===== config.mk =====
export PLATFORM = sky130hd
export DESIGN_NAME = cq_parser_mb
export DESIGN_NICKNAME = d
export VERILOG_FILES = /design/src/rtl/cq_parser_mb.sv
export SDC_FILE = /design/constraint.sdc
export NUM_CORES = 1
export LEC_CHECK = 0
export CORE_AREA = 4 4 270 272
export CTS_CLUSTER_SIZE = 12
export DETAILED_ROUTE_END_ITERATION = 6
export DIE_AREA = 0 0 274 276
export PLACE_DENSITY = 0.49
export SETUP_SLACK_MARGIN = 0.02
export SLEW_MARGIN = 40
export SYNTH_ARGS = -nofsm -noshare
export SYNTH_HDL_FRONTEND = slang
export SYNTH_SLANG_ARGS = --single-unit

===== constraint.sdc =====
create_clock -name user_clk -period 8.7 [get_ports user_clk]
set_input_delay 1.74 -clock user_clk [delete_from_list [all_inputs] [get_ports user_clk]]
set_output_delay 1.74 -clock user_clk [all_outputs]
set_load 0.01 [all_outputs]

===== src/rtl/cq_parser_mb.sv =====
// Completer-request (CQ) stream parser: splits each TLP into a decoded request
// descriptor and, for memory writes, a payload stream with per-DW lane enables.
module cq_parser_mb #(
  parameter int DATA_WIDTH  = 256,
  parameter int TUSER_WIDTH = 85,
  parameter int BAR0_SIZE   = 16
) (
  input  logic                     user_clk,
  input  logic                     user_reset_n,

  input  logic [DATA_WIDTH-1:0]    m_axis_cq_tdata,
  input  logic                     m_axis_cq_tvalid,
  input  logic [TUSER_WIDTH-1:0]   m_axis_cq_tuser,
  input  logic [DATA_WIDTH/32-1:0] m_axis_cq_tkeep,
  input  logic                     m_axis_cq_tlast,
  output logic                     m_axis_cq_tready,

  output logic                     req_valid,
  input  logic                     req_ready,
  output logic [3:0]               req_type,
  output logic [BAR0_SIZE-1:0]     req_addr,
  output logic [10:0]              req_dw_count,
  output logic [2:0]               req_bar_id,
  output logic [15:0]              req_requester_id,
  output logic [7:0]               req_tag,
  output logic [2:0]               req_tc,
  output logic [6:0]               req_lower_addr,

  output logic                     wr_valid,
  input  logic                     wr_ready,
  output logic [DATA_WIDTH-1:0]    wr_data,
  output logic [DATA_WIDTH/32-1:0] wr_dw_en,
  output logic                     wr_last,

  output logic [15:0]              err_unsupported_cnt,
  output logic                     err_malformed
);

  localparam int KEEP_WIDTH = DATA_WIDTH / 32;
  // The first beat carries the 4-DW descriptor in lanes 0..3; only the rest is payload.
  localparam logic [KEEP_WIDTH-1:0] PAYLOAD_LANES = {{(KEEP_WIDTH-4){1'b1}}, 4'b0000};
  localparam logic [3:0] TYPE_MEM_RD = 4'b0000;
  localparam logic [3:0] TYPE_MEM_WR = 4'b0001;

  typedef enum logic [1:0] {
    IDLE,
    HOLD,
    PAYLOAD,
    DISCARD
  } state_t;

  state_t state;
  logic   run;
  logic   beat;
  logic   req_done;
  logic   wr_done;
  logic   is_request;

  logic [11:0]           dw_seen;
  logic [11:0]           dw_expected;
  logic [3:0]            beat_type;
  logic [10:0]           beat_dw_count;
  logic [11:0]           beat_dw_expected;
  logic [KEEP_WIDTH-1:0] first_keep;
  logic [11:0]           first_lanes;
  logic [11:0]           beat_lanes;
  logic [11:0]           payload_total;
  logic                  unused_tuser;

  function automatic logic [11:0] count_lanes(input logic [KEEP_WIDTH-1:0] keep);
    logic [11:0] n;
    n = '0;
    for (int i = 0; i < KEEP_WIDTH; i++) begin
      n = n + {11'd0, keep[i]};
    end
    return n;
  endfunction

  function automatic logic [11:0] sat_add(input logic [11:0] a, input logic [11:0] b);
    logic [12:0] s;
    s = {1'b0, a} + {1'b0, b};
    return s[12] ? 12'hFFF : s[11:0];
  endfunction

  assign unused_tuser = ^m_axis_cq_tuser;

  assign beat_type        = m_axis_cq_tdata[78:75];
  assign beat_dw_count    = m_axis_cq_tdata[74:64];
  // A length field of zero encodes the maximum of 1024 DW.
  assign beat_dw_expected = (beat_dw_count == 11'd0) ? 12'd1024 : {1'b0, beat_dw_count};
  assign first_keep       = m_axis_cq_tkeep & PAYLOAD_LANES;
  assign first_lanes      = count_lanes(first_keep);
  assign beat_lanes       = count_lanes(m_axis_cq_tkeep);
  assign payload_total    = sat_add(dw_seen, beat_lanes);

  assign beat       = m_axis_cq_tvalid && m_axis_cq_tready;
  assign req_done   = !req_valid || req_ready;
  assign wr_done    = !wr_valid || wr_ready;
  assign is_request = (beat_type == TYPE_MEM_RD) || (beat_type == TYPE_MEM_WR);

  // run holds tready low through reset and for the edge that releases it.
  always_comb begin
    m_axis_cq_tready = 1'b0;
    if (run) begin
      case (state)
        IDLE:    m_axis_cq_tready = !req_valid && !wr_valid;
        PAYLOAD: m_axis_cq_tready = !wr_valid || wr_ready;
        DISCARD: m_axis_cq_tready = 1'b1;
        default: m_axis_cq_tready = 1'b0;
      endcase
    end
  end

  always_ff @(posedge user_clk) begin
    if (!user_reset_n) begin
      state               <= IDLE;
      run                 <= 1'b0;
      req_valid           <= 1'b0;
      req_type            <= '0;
      req_addr            <= '0;
      req_dw_count        <= '0;
      req_bar_id          <= '0;
      req_requester_id    <= '0;
      req_tag             <= '0;
      req_tc              <= '0;
      req_lower_addr      <= '0;
      wr_valid            <= 1'b0;
      wr_data             <= '0;
      wr_dw_en            <= '0;
      wr_last             <= 1'b0;
      dw_seen             <= '0;
      dw_expected         <= '0;
      err_unsupported_cnt <= '0;
      err_malformed       <= 1'b0;
    end else begin
      run <= 1'b1;

      if (req_valid && req_ready) begin
        req_valid <= 1'b0;
      end
      if (wr_valid && wr_ready) begin
        wr_valid <= 1'b0;
      end

      if (state == IDLE && beat && is_request) begin
        req_type         <= beat_type;
        req_addr         <= {m_axis_cq_tdata[BAR0_SIZE-1:2], 2'b00};
        req_dw_count     <= beat_dw_count;
        req_bar_id       <= m_axis_cq_tdata[114:112];
        req_requester_id <= m_axis_cq_tdata[95:80];
        req_tag          <= m_axis_cq_tdata[103:96];
        req_tc           <= m_axis_cq_tdata[123:121];
        req_lower_addr   <= {m_axis_cq_tdata[6:2], 2'b00};
      end

      case (state)
        IDLE: begin
          if (beat) begin
            case (beat_type)
              TYPE_MEM_RD: begin
                req_valid <= 1'b1;
                state     <= HOLD;
              end
              TYPE_MEM_WR: begin
                req_valid   <= 1'b1;
                wr_valid    <= 1'b1;
                wr_data     <= m_axis_cq_tdata;
                wr_dw_en    <= first_keep;
                wr_last     <= m_axis_cq_tlast;
                dw_seen     <= first_lanes;
                dw_expected <= beat_dw_expected;
                if (m_axis_cq_tlast) begin
                  if (first_lanes != beat_dw_expected) begin
                    err_malformed <= 1'b1;
                  end
                  state <= HOLD;
                end else begin
                  state <= PAYLOAD;
                end
              end
              default: begin
                if (err_unsupported_cnt != 16'hFFFF) begin
                  err_unsupported_cnt <= err_unsupported_cnt + 16'd1;
                end
                state <= m_axis_cq_tlast ? IDLE : DISCARD;
              end
            endcase
          end
        end

        PAYLOAD: begin
          if (beat) begin
            wr_valid <= 1'b1;
            wr_data  <= m_axis_cq_tdata;
            wr_dw_en <= m_axis_cq_tkeep;
            wr_last  <= m_axis_cq_tlast;
            dw_seen  <= payload_total;
            if (m_axis_cq_tlast) begin
              if (payload_total != dw_expected) begin
                err_malformed <= 1'b1;
              end
              state <= HOLD;
            end
          end
        end

        HOLD: begin
          if (req_done && wr_done) begin
            state <= IDLE;
          end
        end

        DISCARD: begin
          if (beat && m_axis_cq_tlast) begin
            state <= IDLE;
          end
        end

        default: state <= IDLE;
      endcase
    end
  end

endmodule


[After elaboration in Yosys (flattened, before gate mapping)]
Cells that the tools add are included.
W data, S select, Z words.
Word-level totals
  output and inout bits: 353
  input bits: 355
  logic and storage cells: 118
  bits in registers: 375
Cells by class
  multiplexer cells: 47
  eq/ne operators: 16
  reduce and logical (&&, ||, !) cells: 23
  $add $sub $neg: 12
  bitwise gates (word level): 1
Operators with widths (number)
  $mux W256: 3
  $pmux W256 S2: 1
  $mux W12: 4
  $mux W8: 3
  $pmux W12 S2: 1
  $mux W1: 20
  $add A16 B1 Y16 const B: 1
  $ne A16 B16 Y1 const B: 1
  $ne A2 B2 Y1 const B: 8
  $pmux W8 S2: 1
  $mux W2: 7
  $add A12 B8 Y13: 1
  $ne A12 B12 Y1: 1
  $logic_not A11 Y1: 1
  $mux W11: 1
  $ne A4 B11 Y1: 1
  $add A3 B1 Y4: 2
  $add A7 B1 Y8: 1
  $logic_and A1 B1 Y1: 8
  $pmux W2 S4: 1
  $reduce_and A4 Y1: 2
  $reduce_and A8 Y1: 1
  $add A6 B1 Y7: 1
  $add A2 B1 Y3: 2
  other kinds (19): 26

[Depth between registers and ports, before layout]
Gate-level depths: netlist of run 1.
  depth after elaboration: 14
  gate-level depth with buffers: 15
  depth with buffers taken out: 14

[Worst setup path before layout of run 1]
Ideal clock, no wire load.
  kind: in2reg
  start: input m_axis_cq_tkeep[0]
  end: register err_malformed
  arrival: 5.380 ns
  cell stages on the path: 14
  required time: 8.555 ns
  setup time: 0.145 ns
  buffers on the path: 0
  path slack: 3.176 ns
  cell sequence: fa_1 > inv_1 > fa_1 > fa_1 > fa_1 > inv_1 > fa_1 > a211oi_2 > nor2_2 > nand3_1 > nor3_1 > a2111o_1 > a2111oi_0 > a41oi_1
On the way
  cells in the longest elaborated chain, start to end: 12
RTL lines
  from (decl): line 14  | input logic [DATA_WIDTH/32-1:0] m_axis_cq_tkeep,
  $add A1 B1 Y2: line 74  | n = n + {11'd0, keep[i]};
  $add A2 B1 Y3: line 74
  $add A3 B1 Y4: line 74
  $add A4 B1 Y5: line 74
  $add A5 B1 Y6: line 74
  $add A6 B1 Y7: line 74
  $add A7 B1 Y8: line 74
  $add A12 B8 Y13: line 81  | s = {1'b0, a} + {1'b0, b};
  $mux W12: line 82  | return s[12] ? 12'hFFF : s[11:0];
  $ne A12 B12 Y1: line 199  | if (payload_total != dw_expected) begin
  $ne A2 B2 Y1 (no source line)
  $reduce_and A8 Y1 (no source line)
  to (signal assigned): line 134  | err_malformed <= 1'b0;
  to (signal assigned): line 174  | err_malformed <= 1'b1;
  to (signal assigned): line 200  | err_malformed <= 1'b1;
  to (decl): line 36  | output logic err_malformed
No other way between the ends.
A chain may end at the register's enable or synchronous reset.

[Worst setup path in the final report of run 1]
Same ends and word-level chain as after synthesis.

==> metrics.md, run 1 <==
| Metric | Value |
|---|---|
| Synth Cell Area | `14700 sq um` |
| PostCTS Resize Cnt | `0` |
| GRT overflow | `0` |
| FMAX | `166 MHz` |
| RSZ-0062 raised after global routing | `false` |
| Routed vias | `13741` |
| Synthesis-to-finish area growth | `58.7%` |
| Leak | `0.00780 uW` |
| FP Rows | `98` |
| CP startpoint | `m_axis_cq_tkeep[0]` |
| Overall global routing resource usage | `14.4%` |
| Fin Hold WS | `452 ps` |
| Pins Over Slew Limit | `0` |
| Hold_buf cts | `0` |
| Ratio of cells with drive above 1 in the final layout | `4.43%` |
| Largest family of logic cells by synthesized area | `simple AND/OR/NAND/NOR gates` |
| Largest net degree at the start of global routing | `160` |
| Final Skew | `9.47 ps` |
| Reg clk slew, reported paths | `50 ps` |
| Horiz. Die Dim | `274 um` |
| Setup bufs post-CTS | `0` |
| CP required | `9100 ps` |
| Util after Layout | `33.0%` |
| Post-synthesis register bit count | `369` |
| Post-route setup TNS | `0 ps` |
| Worst reg2reg path endpoint | `err_malformed$_SDFFE_PN0P_` |
| Slew @ Worst Pin | `786 ps` |
| Detail Placement HPWL | `41100 um` |
| Maxcap violations | `0` |
| Worst-case reg-to-reg path depth | `13` |
| Fin crit period | `6030 ps` |
| Final wirelength | `57500 um` |
| Final ANT Viol Nets | `0` |
| EDFF count, synth | `0` |
| Biggest area consumer among synthesized cells | `dfxtp_1` |
| Synth top area share | `50.3%` |
| Syn_area_per_cell | `8.43 sq um` |
| CTS Buffer Depth | `3` |
| Slew HR | `47.6%` |
| CP most frequent cell | `fa_1` |
| Core area | `70800 sq um` |
| Final Cycle Share | `69.3%` |
| Netlist cell types | `54` |
| Final-stage net count | `2663` |
| IO Port Bufs | `618` |
| Full die area | `75600 sq um` |
| DRC | `0` |
| Synth Warn # | `0` |
| Adder-cell share of the synthesized area | `1.58%` |
| Placed Instances | `3194` |
| Critical Setup Path Class | `input port to flop` |
| Routed WL per cell | `17.5 um` |
| Hold Crit Class | `flop to flop` |
| Reg-to-reg critical path startpoint | `dw_seen[0]$_SDFFE_PN0P_` |
| Startpoint types | `input port` |
| Final hold viol count | `0` |
| Vias in the first global route | `13710` |
| TritonCTS Sinks | `369` |
| Area fraction in compound gates after synthesis | `19.6%` |
| First-pass GRT wire length | `85300 um` |
| GP Congestion | `0.822` |
| Ys async rst share | `0%` |
| Area contributors post-synth | `dfxtp_1 (50%), nand2_1 (17%), a21boi_0 (16%)` |
| Mux cell area share after synthesis | `0.886%` |
| Top-count cell post-synth | `nand2_1` |
| Peak VDD IR | `113 uV` |
| Crit-path slowest cell | `fa_1` |
| Initial DRC Count | `702` |
| Post-synthesis xor/xnor area fraction | `1.43%` |
| Largest stage delay, worst path | `560 ps` |
| Worst Setup EP | `err_malformed$_SDFFE_PN0P_` |
| Post-route insts no fill | `3281` |
| H-tree levels | `2` |
| Clock network latency to the later pin of the worst-skew pair | `550 ps` |
| Die Height | `276 um` |
| Register area share after synthesis | `50.3%` |
| Crit-path cells | `clkdlybuf4s50_1, fa_1, inv_1, fa_1, fa_1, fa_1, inv_1, fa_1, a211oi_2, nor2_2, nand3_1, a21oi_1, a2111o_1, a2111oi_0, a41oi_1` |
| DRT Pass-1 Iters | `5` |
| Synth cell count leaders | `nand2_1 (658), dfxtp_1 (369), a21boi_0 (321)` |
| IO Count | `708` |
| CP Capture Type | `flop` |
| Register-to-register setup slack | `4530 ps` |
| Starting Density | `20.8%` |
| CP arrival | `6440 ps` |
| Worst-path maximum fanout | `13` |
| Pwr Density | `179 nW/um^2` |
| CTS tree | `built` |
| Antenna violations before repair | `5` |
| Final Setup Violations | `0` |
| Post-Synth Simple-Gate Area | `21.7%` |
| Top_reg_cell synth | `dfxtp_1` |
| Routed vias/inst | `4.19` |
| Synth Instances | `1743` |
| Root Driver | `clkbuf_16` |
| Status | `complete, no violations` |
| TritonCTS Buffers | `45` |
## power by group
part           switching, uW  total [uW]  internal [uW]
registers               19.3        1740           1720
logic                    182         412            230
clock network            751        2020           1270
## through the flow
stage | power [uW] | setup WS [ps] | cell area (sq um)
6_report | 4170 | 2670 | 23300
4_1_cts | 4270 | 2700 | 23300
3_5_place_dp | 2190 | 2060 | 21700
2_1_floorplan | 1940 | 3180 | 14700
3_3_place_gp | 2190 | 2060 | 21600
5_1_grt | 4360 | 2430 | 23300
## flip-flops by register name, summed over array words and instances (netlist names)
signal / flops
dw_expected: 11
err_unsupported_cnt: 16
req_dw_count: 11
req_bar_id: 3
req_tag: 8
state: 2
err_malformed: 1
wr_dw_en: 8
req_addr: 10
run: 1
wr_data: 256
dw_seen: 12
req_valid: 1
wr_last: 1
req_type: 4
wr_valid: 1
req_requester_id: 16
req_lower_addr: 4
req_tc: 3
## how the worst min path moves through the flow
stage / depth (start not counted) / to / startpoint
3_3_place_gp: 2 / wr_data[132]$_SDFFE_PN0P_ / wr_data[132]$_SDFFE_PN0P_
6_report: 2 / wr_data[175]$_SDFFE_PN0P_ / wr_data[175]$_SDFFE_PN0P_
4_1_cts: 2 / wr_data[133]$_SDFFE_PN0P_ / wr_data[133]$_SDFFE_PN0P_
3_5_place_dp: 2 / wr_data[133]$_SDFFE_PN0P_ / wr_data[133]$_SDFFE_PN0P_
5_1_grt: 2 / wr_data[104]$_SDFFE_PN0P_ / wr_data[104]$_SDFFE_PN0P_
2_1_floorplan: 2 / dw_seen[0]$_SDFFE_PN0P_ / dw_seen[0]$_SDFFE_PN0P_
## layer usage
metal | track usage (%) | vias to the layer above | part of all wire, %
met3 | 5.05 | 84 | 8.5
met2 | 24.4 | 455 | 48
met5 | 0 | - | 0.030
met1 | 17.0 | 6408 | 41
met4 | 4.53 | 2 | 2.7
li1 | - | 6792 | -
## layout by cell type, fill, tap and decap left out, drive strengths merged, types with 5 or more instances in the layout
cell | netlist | layout
nand2 | 658 | 658
bufinv | 0 | 7
a21oi | 12 | 12
o211ai | 5 | 5
nor3 | 12 | 12
clkbuf | 68 | 67
xnor2 | 12 | 12
and2 | 12 | 12
o21ai | 24 | 24
buf | 63 | 13
clkinv | 0 | 6
nand4 | 7 | 7
inv | 17 | 19
and3 | 7 | 7
nand3 | 19 | 19
nor2b | 18 | 18
nand2b | 5 | 5
clkdlybuf4s50 | 0 | 617
a21boi | 331 | 331
fa | 6 | 6
or3 | 7 | 7
dfxtp | 369 | 369
mux2i | 13 | 13
nor2 | 19 | 19
nor4 | 7 | 7
a22oi | 5 | 5
xor2 | 12 | 12
ha | 9 | 9
## worst max-delay path, delay by kind of cell
| family | cells | cell delay [ps] |
|---|---|---|
| AOI/OAI and AO/OA | 5 | 1490 |
| adders and majority gates | 5 | 2120 |
| buffers and inverters | 3 | 580 |
| and+or+nand+nor | 2 | 510 |
## final cells by class
| type | instances | area (sq um) |
|---|---|---|
| Multi-Input combinational cell | 1229 | 6690 |
| Antenna cell | 4 | 10.0 |
| Timing Repair Buffer | 631 | 6380 |
| Clock inverter | 15 | 258 |
| Clock buffer | 66 | 1340 |
| Inverter | 17 | 63.8 |
| Sequential cell | 369 | 7390 |
| Fill cell | 7384 | 47400 |
| Tap cell | 950 | 1190 |
## cell families after synthesis
| family | count (synthesis) |
|---|---|
| buf+inv | 148 |
| flops | 369 |
| simple gates | 780 |
| xor+xnor | 24 |
| compound gates | 393 |
| mux | 13 |
| fa+ha+maj | 15 |
| other cells | 1 |
Note: power is estimated with default switching activity, not from simulation.
==> inputs of run 2 (changes only) <==
--- a/config.mk
+++ b/config.mk
@@ -9,7 +9,7 @@
 export CTS_CLUSTER_SIZE = 12
 export DETAILED_ROUTE_END_ITERATION = 6
 export DIE_AREA = 0 0 274 276
-export PLACE_DENSITY = 0.49
+export PLACE_DENSITY = 0.5
 export SETUP_SLACK_MARGIN = 0.02
 export SLEW_MARGIN = 40
 export SYNTH_ARGS = -nofsm -noshare
==> constraint.sdc (replaced) <==
create_clock -name user_clk -period 5 [get_ports user_clk]
set_input_delay 1 -clock user_clk [delete_from_list [all_inputs] [get_ports user_clk]]
set_output_delay 1 -clock user_clk [all_outputs]
set_load 0.01 [all_outputs]
==> run 2 against run 1 <==
Core utilization hardly changed; global-route usage is 0.16 points lower; clock skew is 8.3 ps higher; setup slack worse by 2400 ps.
==> metrics.md, run 2 (synthesis results as in run 1) <==
| Metric | Value |
|---|---|
| Status | `complete, no violations (unchanged)` |
| Maxcap violations | `0 (unchanged)` |
| H-tree levels | `2 (unchanged)` |
| TritonCTS Sinks | `369 (unchanged)` |
| Critical Setup Path Class | `input port to flop (unchanged)` |
| CP most frequent cell | `fa_1 (unchanged)` |
| Final hold viol count | `0 (unchanged)` |
| Ratio of cells with drive above 1 in the final layout | `4.95% (was 4.43%)` |
| Overall global routing resource usage | `14.2% (was 14.4%)` |
| IO Count | `708 (unchanged)` |
| Most flops, register | `wr_data (unchanged)` |
| Peak VDD IR | `277 uV (was 113 uV)` |
| Post-route setup TNS | `0 ps (unchanged)` |
| Starting Density | `20.8% (unchanged)` |
| Fillcell total | `7422 (was 7384)` |
| Hold Crit Class | `flop to flop (unchanged)` |
| Largest registers | `wr_data: 256 flops, err_unsupported_cnt: 16 flops, req_requester_id: 16 flops (unchanged)` |
| Routed WL per cell | `17.3 um (was 17.5 um)` |
| Tot Pwr | `6990 uW (was 4170 uW)` |
| Detail Placement HPWL | `41400 um (was 41100 um)` |
| Antenna violations before repair | `3 (was 5)` |
| Setup WS post-layout | `251 ps (was 2670 ps)` |
| FP Rows | `98 (unchanged)` |
| CP required | `5410 ps (was 9100 ps)` |
| Final ANT Viol Nets | `0 (unchanged)` |
| Initial DRC Count | `600 (was 702)` |
| Clock network latency to the later pin of the worst-skew pair | `570 ps (was 550 ps)` |
| Most common cell after layout, fill and taps aside | `nand2_1 (unchanged)` |
| Placed cell area | `21800 sq um (was 21700 sq um)` |
| CP arrival | `5160 ps (was 6440 ps)` |
| Final wirelength | `57000 um (was 57500 um)` |
| CTS tree | `built (unchanged)` |
| Most frequent cells in the layout | `nand2_1 (658), clkdlybuf4s50_1 (617), dfxtp_1 (369) (unchanged)` |
| Fin Hold WS | `454 ps (was 452 ps)` |
| Fin crit period | `4750 ps` |
| Startpoint types | `input port (unchanged)` |
| DRT Pass-1 Iters | `7 (was 5)` |
| Hold_buf cts | `0 (unchanged)` |
| Final Skew | `17.7 ps (was 9.47 ps)` |
| Top Family by Delay on Critical Path | `adder cells (unchanged)` |
| Routed vias | `13796 (was 13741)` |
| FMAX | `211 MHz` |
| Number of flip-flops in the largest register | `256 (unchanged)` |
| Largest stage delay, worst path | `540 ps (was 560 ps)` |
| IO Port Bufs | `618 (unchanged)` |
| Vias in the first global route | `13742 (was 13710)` |
| Setup bufs post-CTS | `0 (unchanged)` |
| PostCTS Resize Cnt | `0 (unchanged)` |
| RSZ-0062 raised after global routing | `false (unchanged)` |
| Largest net degree at the start of global routing | `130 (was 160)` |
| Slew HR | `47.9% (was 47.6%)` |
| Horiz. Die Dim | `274 um (unchanged)` |
| CP Capture Type | `flop (unchanged)` |
| Final-stage net count | `2681 (was 2663)` |
| Buf/Inv on CP | `3 (unchanged)` |
| TritonCTS Buffers | `45 (unchanged)` |
| Layout Cell Area excl Fill | `23300 sq um (about the same)` |
| Crit-path cells | `clkdlybuf4s50_1, fa_1, inv_1, fa_1, fa_1, fa_1, inv_1, fa_1, a211oi_2, nor2_2, nand3_1, nor3_1, a2111o_1, a2111oi_2, a41oi_1 (was clkdlybuf4s50_1, fa_1, inv_1, fa_1, fa_1, fa_1, inv_1, fa_1, a211oi_2, nor2_2, nand3_1, a21oi_1, a2111o_1, a2111oi_0, a41oi_1)` |
| Final Cycle Share | `95.0%` |
| DRC | `0 (unchanged)` |
| Worst slack at placement | `-398 ps (was 2060 ps)` |
| Pins Over Slew Limit | `0 (unchanged)` |
| Synthesis-to-finish area growth | `58.5% (was 58.7%)` |
| Routed vias/inst | `4.18 (was 4.19)` |
| Leak | `0.00780 uW (about the same)` |
| GP Congestion | `0.870 (was 0.822)` |
| First-pass GRT wire length | `84300 um (was 85300 um)` |
| Crit-path slowest cell | `fa_1 (unchanged)` |
| Full die area | `75600 sq um (unchanged)` |
| Pwr Density | `300 nW/um^2 (was 179 nW/um^2)` |
| GRT overflow | `0 (unchanged)` |
| CTS Buffer Depth | `3 (unchanged)` |
| Die Height | `276 um (unchanged)` |
| Final Setup Violations | `0 (unchanged)` |
| Root Driver | `clkbuf_16 (unchanged)` |
| Slew @ Worst Pin | `782 ps (was 786 ps)` |
| Worst-path maximum fanout | `4 (was 13)` |
| Core area | `70800 sq um (unchanged)` |
| Reg clk slew, reported paths | `50 ps (about the same)` |
run 2: through the flow:
step | cells | utilization [%]
6_report | 3297 | 32.9
5_1_grt | 3296 | 32.9
4_1_cts | 3294 | 32.9
3_5_place_dp | 3214 | 30.9
3_3_place_gp | 3213 | 30.8
2_1_floorplan | 1746 | -
run 2: worst min-delay path, cell delays in order (launching register included):
cell	delay, ps
dfxtp_1	300
nand2_1	50
a21boi_1	50
run 2: final timing paths:
path / startpoint / to / slack (ps) / cells after the start
max: m_axis_cq_tkeep[0] / err_malformed$_SDFFE_PN0P_ / 250 / 15
min: wr_data[159]$_SDFFE_PN0P_ / wr_data[159]$_SDFFE_PN0P_ / 450 / 2
max reg2reg: dw_seen[0]$_SDFFE_PN0P_ / err_malformed$_SDFFE_PN0P_ / 1360 / 13
min reg2reg: wr_data[159]$_SDFFE_PN0P_ / wr_data[159]$_SDFFE_PN0P_ / 450 / 2
run 2: power breakdown:
| part | internal (uW) | switching, uW | leakage [uW] |
|---|---|---|---|
| registers | 3000 | 33.2 | 0.00298 |
| clock network | 1920 | 1300 | 0.000717 |
| logic | 412 | 317 | 0.00410 |
run 2: per-layer routing:
metal	GRT usage (%)	part of all wire (%)	vias to the layer above
met2	25.0	49	448
li1	-	-	6822
met4	4.26	2.5	0
met3	5.02	8.8	86
met5	0	0	-
met1	16.2	40	6440
run 2: layout make-up:
type / count / area, sq um / share of cell area, %
Antenna cell: 3 / 7.51 / 0.0322
Sequential cell: 369 / 7390 / 31.7
Multi-Input combinational cell: 1229 / 6690 / 28.7
Inverter: 17 / 63.8 / 0.274
Clock buffer: 67 / 1320 / 5.67
Timing Repair Buffer: 649 / 6510 / 27.9
Tap cell: 950 / 1190 / 5.10
Clock inverter: 13 / 123 / 0.526
